`src/rtl/l2_arbiter_if.sv`:
```
// Bundle between l2_arbiter, the two L1 miss paths and the shared L2 port.
// master: arbiter view. slave: L1/L2 environment view.
interface l2_arbiter_if #(
   parameter int ADDR_W = 28,
   parameter int DATA_W = 128
);
   logic              i_read;
   logic [ADDR_W-1:0] i_addr;
   logic [DATA_W-1:0] i_rdata;
   logic              i_ready;
   logic              d_read;
   logic              d_write;
   logic [ADDR_W-1:0] d_addr;
   logic [DATA_W-1:0] d_wdata;
   logic [DATA_W-1:0] d_rdata;
   logic              d_ready;
   logic              l2_read;
   logic              l2_write;
   logic [ADDR_W-1:0] l2_addr;
   logic [DATA_W-1:0] l2_wdata;
   logic [DATA_W-1:0] l2_rdata;
   logic              l2_ready;
   logic [1:0]        arb_owner;

   modport master (
      input  i_read, i_addr, d_read, d_write, d_addr, d_wdata, l2_rdata, l2_ready,
      output i_rdata, i_ready, d_rdata, d_ready,
             l2_read, l2_write, l2_addr, l2_wdata, arb_owner
   );

   modport slave (
      output i_read, i_addr, d_read, d_write, d_addr, d_wdata, l2_rdata, l2_ready,
      input  i_rdata, i_ready, d_rdata, d_ready,
             l2_read, l2_write, l2_addr, l2_wdata, arb_owner
   );
endinterface

```
`src/rtl/l2_arbiter.sv`:
```
// Shares one L2 port between the L1 I-cache and D-cache miss paths, D-over-I with an I starvation guard.
// Optional macro L2ARB_WB_LOCK_EN: a completed D write-back keeps the port for the following D refill.
module l2_arbiter #(
   parameter int ADDR_W       = 28,
   parameter int DATA_W       = 128,
   parameter int STARVE_LIMIT = 4
) (
   input logic          clk,
   input logic          rst,
   l2_arbiter_if.master bus
);

   typedef enum logic [1:0] {
      IDLE    = 2'd0,
      GRANT_I = 2'd1,
      GRANT_D = 2'd2
   } state_t;

   localparam logic [3:0] STARVE_MAX = 4'(STARVE_LIMIT);
   localparam logic [1:0] OWN_NONE   = 2'b00;
   localparam logic [1:0] OWN_I      = 2'b01;
   localparam logic [1:0] OWN_D      = 2'b10;

   state_t            r_state;
   logic [3:0]        r_starve;
   logic              r_l2_read;
   logic              r_l2_write;
   logic [ADDR_W-1:0] r_l2_addr;
   logic [DATA_W-1:0] r_l2_wdata;
   logic [1:0]        r_owner;

   logic w_d_req;
   logic w_i_req;
   logic w_lock_win;
   logic w_d_win;
   logic w_i_win;
   logic w_i_done;
   logic w_d_done;

`ifdef L2ARB_WB_LOCK_EN
   logic r_lock;
   assign w_lock_win = r_lock & bus.d_read;
`else
   assign w_lock_win = 1'b0;
`endif

   assign w_d_req = bus.d_read | bus.d_write;
   assign w_i_req = bus.i_read;
   assign w_d_win = w_d_req & (w_lock_win | ~w_i_req | (r_starve != STARVE_MAX));
   assign w_i_win = w_i_req & ~w_d_win;

   // Completion is forwarded combinationally, and only to the current owner.
   assign w_i_done    = (r_state == GRANT_I) & bus.l2_ready;
   assign w_d_done    = (r_state == GRANT_D) & bus.l2_ready;
   assign bus.i_ready = w_i_done;
   assign bus.d_ready = w_d_done;
   assign bus.i_rdata = w_i_done ? bus.l2_rdata : '0;
   assign bus.d_rdata = w_d_done ? bus.l2_rdata : '0;

   assign bus.l2_read   = r_l2_read;
   assign bus.l2_write  = r_l2_write;
   assign bus.l2_addr   = r_l2_addr;
   assign bus.l2_wdata  = r_l2_wdata;
   assign bus.arb_owner = r_owner;

   always_ff @(posedge clk or negedge rst) begin
      if (!rst) begin
         r_state    <= IDLE;
         r_starve   <= '0;
         r_l2_read  <= 1'b0;
         r_l2_write <= 1'b0;
         r_l2_addr  <= '0;
         r_l2_wdata <= '0;
         r_owner    <= OWN_NONE;
`ifdef L2ARB_WB_LOCK_EN
         r_lock     <= 1'b0;
`endif
      end else begin
         // NOTE: all state and command registers use <= so every branch sees pre-edge values.
         case (r_state)
            IDLE: begin
               if (w_d_win) begin
                  r_state    <= GRANT_D;
                  r_owner    <= OWN_D;
                  r_l2_write <= bus.d_write;
                  r_l2_read  <= ~bus.d_write;
                  r_l2_addr  <= bus.d_addr;
                  r_l2_wdata <= bus.d_write ? bus.d_wdata : '0;
               end else if (w_i_win) begin
                  r_state    <= GRANT_I;
                  r_owner    <= OWN_I;
                  r_l2_write <= 1'b0;
                  r_l2_read  <= 1'b1;
                  r_l2_addr  <= bus.i_addr;
                  r_l2_wdata <= '0;
               end

               if (!bus.i_read || w_i_win) begin
                  r_starve <= '0;
               end else if (w_d_win && (r_starve != STARVE_MAX)) begin
                  r_starve <= r_starve + 4'd1;
               end

`ifdef L2ARB_WB_LOCK_EN
               if (w_d_win || !bus.d_read) begin
                  r_lock <= 1'b0;
               end
`endif
            end

            GRANT_I, GRANT_D: begin
               // Command stays frozen until L2 completes; requester inputs are not looked at here.
               if (bus.l2_ready) begin
                  r_state    <= IDLE;
                  r_owner    <= OWN_NONE;
                  r_l2_read  <= 1'b0;
                  r_l2_write <= 1'b0;
                  r_l2_addr  <= '0;
                  r_l2_wdata <= '0;
`ifdef L2ARB_WB_LOCK_EN
                  if ((r_state == GRANT_D) && r_l2_write) begin
                     r_lock <= 1'b1;
                  end
`endif
               end
            end

            default: r_state <= IDLE;
         endcase
      end
   end

endmodule

```
`src/flat_wrapper.sv`:
```
// flat-port wrapper written by rule: the top's interface ports become plain ports
module l2_arbiter_flat 
#(
   parameter int ADDR_W       = 28,
   parameter int DATA_W       = 128,
   parameter int STARVE_LIMIT = 4
)
  (clk, rst, bus_i_read, bus_i_addr, bus_d_read, bus_d_write, bus_d_addr, bus_d_wdata, bus_l2_rdata, bus_l2_ready, bus_i_rdata, bus_i_ready, bus_d_rdata, bus_d_ready, bus_l2_read, bus_l2_write, bus_l2_addr, bus_l2_wdata, bus_arb_owner);
  l2_arbiter_if #(.ADDR_W(ADDR_W), .DATA_W(DATA_W)) bus_i ();
  input logic clk;
  input logic rst;
  input wire logic [$bits(bus_i.i_read)-1:0] bus_i_read;
  input wire logic [$bits(bus_i.i_addr)-1:0] bus_i_addr;
  input wire logic [$bits(bus_i.d_read)-1:0] bus_d_read;
  input wire logic [$bits(bus_i.d_write)-1:0] bus_d_write;
  input wire logic [$bits(bus_i.d_addr)-1:0] bus_d_addr;
  input wire logic [$bits(bus_i.d_wdata)-1:0] bus_d_wdata;
  input wire logic [$bits(bus_i.l2_rdata)-1:0] bus_l2_rdata;
  input wire logic [$bits(bus_i.l2_ready)-1:0] bus_l2_ready;
  output wire logic [$bits(bus_i.i_rdata)-1:0] bus_i_rdata;
  output wire logic [$bits(bus_i.i_ready)-1:0] bus_i_ready;
  output wire logic [$bits(bus_i.d_rdata)-1:0] bus_d_rdata;
  output wire logic [$bits(bus_i.d_ready)-1:0] bus_d_ready;
  output wire logic [$bits(bus_i.l2_read)-1:0] bus_l2_read;
  output wire logic [$bits(bus_i.l2_write)-1:0] bus_l2_write;
  output wire logic [$bits(bus_i.l2_addr)-1:0] bus_l2_addr;
  output wire logic [$bits(bus_i.l2_wdata)-1:0] bus_l2_wdata;
  output wire logic [$bits(bus_i.arb_owner)-1:0] bus_arb_owner;
  assign bus_i.i_read = bus_i_read;
  assign bus_i.i_addr = bus_i_addr;
  assign bus_i.d_read = bus_d_read;
  assign bus_i.d_write = bus_d_write;
  assign bus_i.d_addr = bus_d_addr;
  assign bus_i.d_wdata = bus_d_wdata;
  assign bus_i.l2_rdata = bus_l2_rdata;
  assign bus_i.l2_ready = bus_l2_ready;
  assign bus_i_rdata = bus_i.i_rdata;
  assign bus_i_ready = bus_i.i_ready;
  assign bus_d_rdata = bus_i.d_rdata;
  assign bus_d_ready = bus_i.d_ready;
  assign bus_l2_read = bus_i.l2_read;
  assign bus_l2_write = bus_i.l2_write;
  assign bus_l2_addr = bus_i.l2_addr;
  assign bus_l2_wdata = bus_i.l2_wdata;
  assign bus_arb_owner = bus_i.arb_owner;
  l2_arbiter #(.ADDR_W(ADDR_W), .DATA_W(DATA_W), .STARVE_LIMIT(STARVE_LIMIT)) u_core (.clk(clk), .rst(rst), .bus(bus_i));
endmodule
```
`config.mk`:
```
export PLATFORM = sky130hd
export DESIGN_NAME = l2_arbiter_flat
export DESIGN_NICKNAME = d
export VERILOG_FILES = /design/src/rtl/l2_arbiter_if.sv /design/src/rtl/l2_arbiter.sv /design/src/flat_wrapper.sv
export SDC_FILE = /design/constraint.sdc
export NUM_CORES = 1
export LEC_CHECK = 0
export CAP_MARGIN = 20
export CORE_AREA = 2 2 284 286
export CTS_CLUSTER_DIAMETER = 50
export DETAILED_ROUTE_END_ITERATION = 6
export DIE_AREA = 0 0 286 288
export PLACE_DENSITY_LB_ADDON = 0.05
export REMOVE_ABC_BUFFERS = 1
export SETUP_SLACK_MARGIN = 0.15
export SYNTH_ARGS = -nofsm -noshare
export SYNTH_HDL_FRONTEND = slang
export SYNTH_SLANG_ARGS = --single-unit
```
`constraint.sdc`:
```
create_clock -name clk -period 2.2 [get_ports clk]
set_input_delay 0.44 -clock clk [delete_from_list [all_inputs] [get_ports clk]]
set_output_delay 0.44 -clock clk [all_outputs]
set_load 0.05 [all_outputs]
```
After elaboration in Yosys (flattened, before gate mapping):

Cells that the tools add are included.

* flip-flop bits (word level): 166
* bits in latches: 0
* RAM bits: 0
* bits in read-only memories: 0
* bits of input ports: 318
* output and inout port bits: 418
* word-level logic and storage cells: 57
* memories: 0

* add/sub/neg operators: 1
* multipliers: 0
* divide/modulo/power cells: 0
* magnitude comparators: 0
* eq/ne operators: 5
* shift operators: 0
* mux-type cells: 25
* bitwise logic cells: 9
* reductions and logical operators: 10

Operator list (count)
* 2-to-1 mux 128 bit: 6
* case mux 128 bit (2 select lines): 1
* 2-to-1 mux 28 bit: 3
* case mux 28 bit (2 select lines): 1
* 2-to-1 mux 4 bit: 2
* case mux 2 bit (2 select lines): 2
* 2-to-1 mux 2 bit: 3
* 2-to-1 mux 1 bit: 5
* adder 4 x 1 -> 4 bit (second input constant): 1
* bitwise AND 1 bit: 4
* inequality test 4 x 3 -> 1 bit (second input constant): 1
* case mux 1 bit (2 select lines): 2
* AND reduction 2 bit: 2
* nonzero test 2 bit: 2
* inequality test 3 x 1 -> 1 bit (second input constant): 1
* NOT 1 bit: 3
* AND reduction 3 bit: 1
* equality test 2 x 1 -> 1 bit (second input constant): 1
* equality test 2 bit (second input constant): 1
* zero test 2 bit: 1
* inequality test 2 bit (second input constant): 1
* OR 1 bit: 2
* OR reduction 2 bit: 1
* logical AND 1 bit: 1
* 2 further kinds: 2

Logic depth before layout (Yosys ltp):

* depth after elaboration: 8
* gate-level depth with buffers: 9
* gate-level depth less buffers: 6

Worst setup path before layout:

Ideal clock, no wire load.

* kind: register to output
* start point: register u_core.r_state[0]
* end point: output port bus_d_rdata[100]
* arrival time: 1619 ps
* required time: 1760 ps
* slack: 141 ps
* cell stages (with the launch flop): 6
* path buffers: 2
* cell sequence: dfrtp_1 > inv_1 > ha_1 > clkbuf_1 > clkbuf_1 > and3_1

* cells in the longest elaborated chain, start to end: 3

RTL lines
* start: declaration: line l2_arbiter.sv:24 `state_t r_state;`
* start signal: assignment: line l2_arbiter.sv:68 `r_state <= IDLE;`
* start signal: assignment: line l2_arbiter.sv:83 `r_state <= GRANT_D;`
* start signal: assignment: line l2_arbiter.sv:90 `r_state <= GRANT_I;`
* equality test 2 bit: line l2_arbiter.sv:54 `assign w_d_done = (r_state == GRANT_D) & bus.l2_ready;`
* bitwise AND 1 bit: line l2_arbiter.sv:54
* 2-to-1 mux 128 bit: line l2_arbiter.sv:58 `assign bus.d_rdata = w_d_done ? bus.l2_rdata : '0;`
* end: declaration: line flat_wrapper.sv:22 `output wire logic [$bits(bus_i.d_rdata)-1:0] bus_d_rdata;`

No other way between the ends.

Worst setup path after layout:

* start point: register u_core.r_state[0]
* end point: output port bus_i_rdata[47]

* cells in the longest elaborated chain, start to end: 3

RTL lines
* equality test 2 x 1 -> 1 bit: line l2_arbiter.sv:53 `assign w_i_done = (r_state == GRANT_I) & bus.l2_ready;`
* bitwise AND 1 bit: line l2_arbiter.sv:53
* 2-to-1 mux 128 bit: line l2_arbiter.sv:57 `assign bus.i_rdata = w_i_done ? bus.l2_rdata : '0;`
* end: declaration: line flat_wrapper.sv:20 `output wire logic [$bits(bus_i.i_rdata)-1:0] bus_i_rdata;`

No other way between the ends.

==> flow_summary.yaml <==
run_status:
  status: "finished with violations"
  violations_in_the_final_reports: "negative setup slack"
synth:
  synthTopCellsByCount: "sky130_fd_sc_hd__and3_1 (256), sky130_fd_sc_hd__dfrtp_1 (166), sky130_fd_sc_hd__a22o_1 (128)"
  synth_top_cell_area_share_pct: 50.72
  synthesis.yosys.warnings: 0
  yosysMostFrequentCell: "sky130_fd_sc_hd__and3_1"
  ys_seq_elements: 166
  asyncSetResetFlopFracSynth_pct: 100.0
  synth-seq-area-share_pct: 50.72
  post_synth.cell_area_avg_um2: 10.50
  most_area_consuming_cells_after_synthesis: "sky130_fd_sc_hd__dfrtp_1 (51%), sky130_fd_sc_hd__and3_1 (20%), sky130_fd_sc_hd__a22o_1 (14%)"
  synth.largest_area_cell: "sky130_fd_sc_hd__dfrtp_1"
  ys_dominant_reg_cell: "sky130_fd_sc_hd__dfrtp_1"
  netlist_area_mm2: 0.008190
  cell_count_after_synthesis: 780
  synthDistinctLibCells: 29
  number_of_enable_type_register_cells_in_the_synthesized_netlist: 0
timing:
  fin_ws_ps: -151.2
  skew_ps: 34.51
  count_of_pins_over_their_slew_limit: 0
  min_period_ps: 2351
  grt_setup_unrepaired: "yes"
  worst-slew-pin-transition_ps: 600.0
  layout_worst_path_cycle_share_pct: 106.9
  fmax_ghz: 0.4253
  final_count_of_negative_setup_slack_endpoints: 257
  max_slew_margin_pct: 60.00
  report.final.hold_viol_count: 0
  setup_tns_ps: -23730
global_routing:
  grt_start_max_net_pins: 82
  antenna_found_initial: 29
  gr-usage-all-layers_pct: 14.35
  grt_pass1_wl_um: 83550
  aggregate_global_routing_overflow: 0
  gr-usage-met2_pct: 26.64
  grt_use_met1_pct: 14.44
  gr-usage-met3_pct: 7.013
  grt_most_used_layer: "met2"
  first_global_vias: 10280
clocking:
  clock_sink_count: 166
  numCtsBuffers: 17
  worstSkewPairLatency_ps: 460
  clock_path_buffers: 2
  cts_h_tree_depth: 4
  cts-root-buf: "sky130_fd_sc_hd__clkbuf_16"
  path_clk_slew_ps: 70
  clock_tree_from_tritoncts: "done"
cells_and_area:
  final-instance-count-excl-fill: 2608
  final_area_mm2: 0.02233
  syn_to_final_growth_pct: 172.7
  drive_above_1_share_pct: 43.20
  final_net_count: 1856
  utilization_pct: 28.04
routing:
  post-route-drc-count: 0
  detail_route.first_pass.iterations: 4
  drt-wirelength-per-cell_um: 24.26
  detail_route.iter0.violations: 234
  drt-total-wl_um: 63270
  drt-vias-per-instance: 3.683
  detailroute.via_count: 9606
  number_of_routed_nets_with_antenna_violations: 0
hold_path:
  min-delay-path-class: "flip-flop to flip-flop"
floorplan:
  die_area_mm2: 0.08237
  rows: 104
  chipWidth_um: 286
  start_util_pct: 10.28
  core_mm2: 0.07964
  chipHeight_um: 288
  boundary_pin_count: 736
critical_path:
  critPathRequiredTime_ps: 1760
  path_max_fanout: 10
  worst-endpoint-arrival_ps: 1910
  crit_path_end_kind: "primary output"
  worstSetupPathType: "flip-flop to primary output"
  startpoint_type: "flip-flop"
place:
  dp.cells: 2533
  globalplace.congestion: 0.7713
  port_buffers: 735
  place_area_mm2: 0.01968
  post-dp-hpwl_um: 48780
power_and_ir_drop:
  power-per-cell-area_mw_per_mm2: 1354
  cellLeakagePower_uw: 0.009647
  max-vdd-ir-drop_uv: 585.7
job:
  timing.max_cap.violations: 0
[final timing paths]
kind	start	endpoint	slack (ps)	cells past startpoint
hold / removal	u_core.bus.arb_owner[1]$_DFFE_PN0P_	u_core.bus.arb_owner[1]$_DFFE_PN0P_	480	2
min in group asynchronous	rst	u_core.bus.l2_wdata[115]$_DFFE_PN0P_	520	2
setup reg to reg	u_core.r_state[1]$_DFFE_PN0P_	u_core.bus.l2_addr[10]$_DFFE_PN0P_	130	8
max in group asynchronous	rst	u_core.bus.l2_wdata[51]$_DFFE_PN0P_	950	3
hold reg to reg	u_core.bus.arb_owner[1]$_DFFE_PN0P_	u_core.bus.arb_owner[1]$_DFFE_PN0P_	480	2
setup / recovery	u_core.r_state[0]$_DFFE_PN0P_	bus_i_rdata[47]	-150	6
[what timing repair did]
item,CTS,global route
setup endpoints to repair,408,423
pin swaps,11,34
resized for setup,369,68
setup buffers,10,3
gates cloned,10,15
hold buffers,1,0
hold endpoints to repair,41,0
[state kept, by name, indices dropped and copies added (netlist names)]
name	cells
u_core.bus.arb_owner	2
u_core.bus.l2_write	1
u_core.bus.l2_read	1
u_core.r_starve	4
u_core.bus.l2_addr	28
u_core.bus.l2_wdata	128
u_core.r_state	2
[final cells by class]
cell class	count	area, um^2
clock inverters	14	162.7
flip-flops and latches	166	4154
repair buffers	827	11320
inverters	4	15.01
well taps	1060	1326
fillers	8340	57310
clock buffers	18	429.2
multi-input cells	515	4913
diodes	4	10.01
[layer usage]
layer  up-vias  wire length [um]
met5         -                50
met4         8               881
met3        69              6775
met2       456             33630
met1      4669             21930
li1       4404                 -
[report_power, final]
part,internal (uW),leakage [uW],switching [uW]
Clock,1520,0.000279,1580
Sequential,4460,0.00218,786
Combinational,8800,0.00719,13100
[worst max-delay path, stage by stage, from the launching register on]
cell	delay (ps)
sky130_fd_sc_hd__dfrtp_1	390
sky130_fd_sc_hd__buf_4	160
sky130_fd_sc_hd__ha_4	190
sky130_fd_sc_hd__buf_12	140
sky130_fd_sc_hd__bufbuf_16	270
sky130_fd_sc_hd__and3_4	170
sky130_fd_sc_hd__buf_12	140
[kinds of logic (layout without fill, tap and decap cells)]
kind of cell,Yosys count,count (layout),share of synthesized area [%]
muxes,29,29,3.544
adders and majority gates,7,7,1.069
DFF,166,166,50.72
AOI/OAI and AO/OA,169,169,16.44
other,0,4,0
buffers and inverters,99,863,5.652
and+or+nand+nor,310,310,22.58
[cells in the final DEF, fill, tap and decap left out, types with 28 or more instances in the layout]
cell type | synthesis | layout
sky130_fd_sc_hd__mux2i_1 | 29 | 29
sky130_fd_sc_hd__buf_12 | 0 | 283
sky130_fd_sc_hd__clkbuf_16 | 0 | 28
sky130_fd_sc_hd__clkdlybuf4s50_1 | 0 | 327
sky130_fd_sc_hd__a22o_1 | 128 | 128
sky130_fd_sc_hd__nand2_1 | 35 | 34
sky130_fd_sc_hd__buf_4 | 0 | 39
sky130_fd_sc_hd__dfrtp_1 | 166 | 166
sky130_fd_sc_hd__dlygate4sd2_1 | 0 | 130
sky130_fd_sc_hd__and3_4 | 0 | 243
[per-stage QoR]
step	worst slack (ps)	power (uW)	hold slack, ps
final	-151.2	30230	482.7
after global routing	-234.6	31750	496.8
after CTS	-196.8	29390	491.6
after detailed placement	-61.84	25200	466.4
after global placement	-25.91	25290	459.1
after floorplan	-2793	13890	144.4
Power figures use the tool's default switching activity.
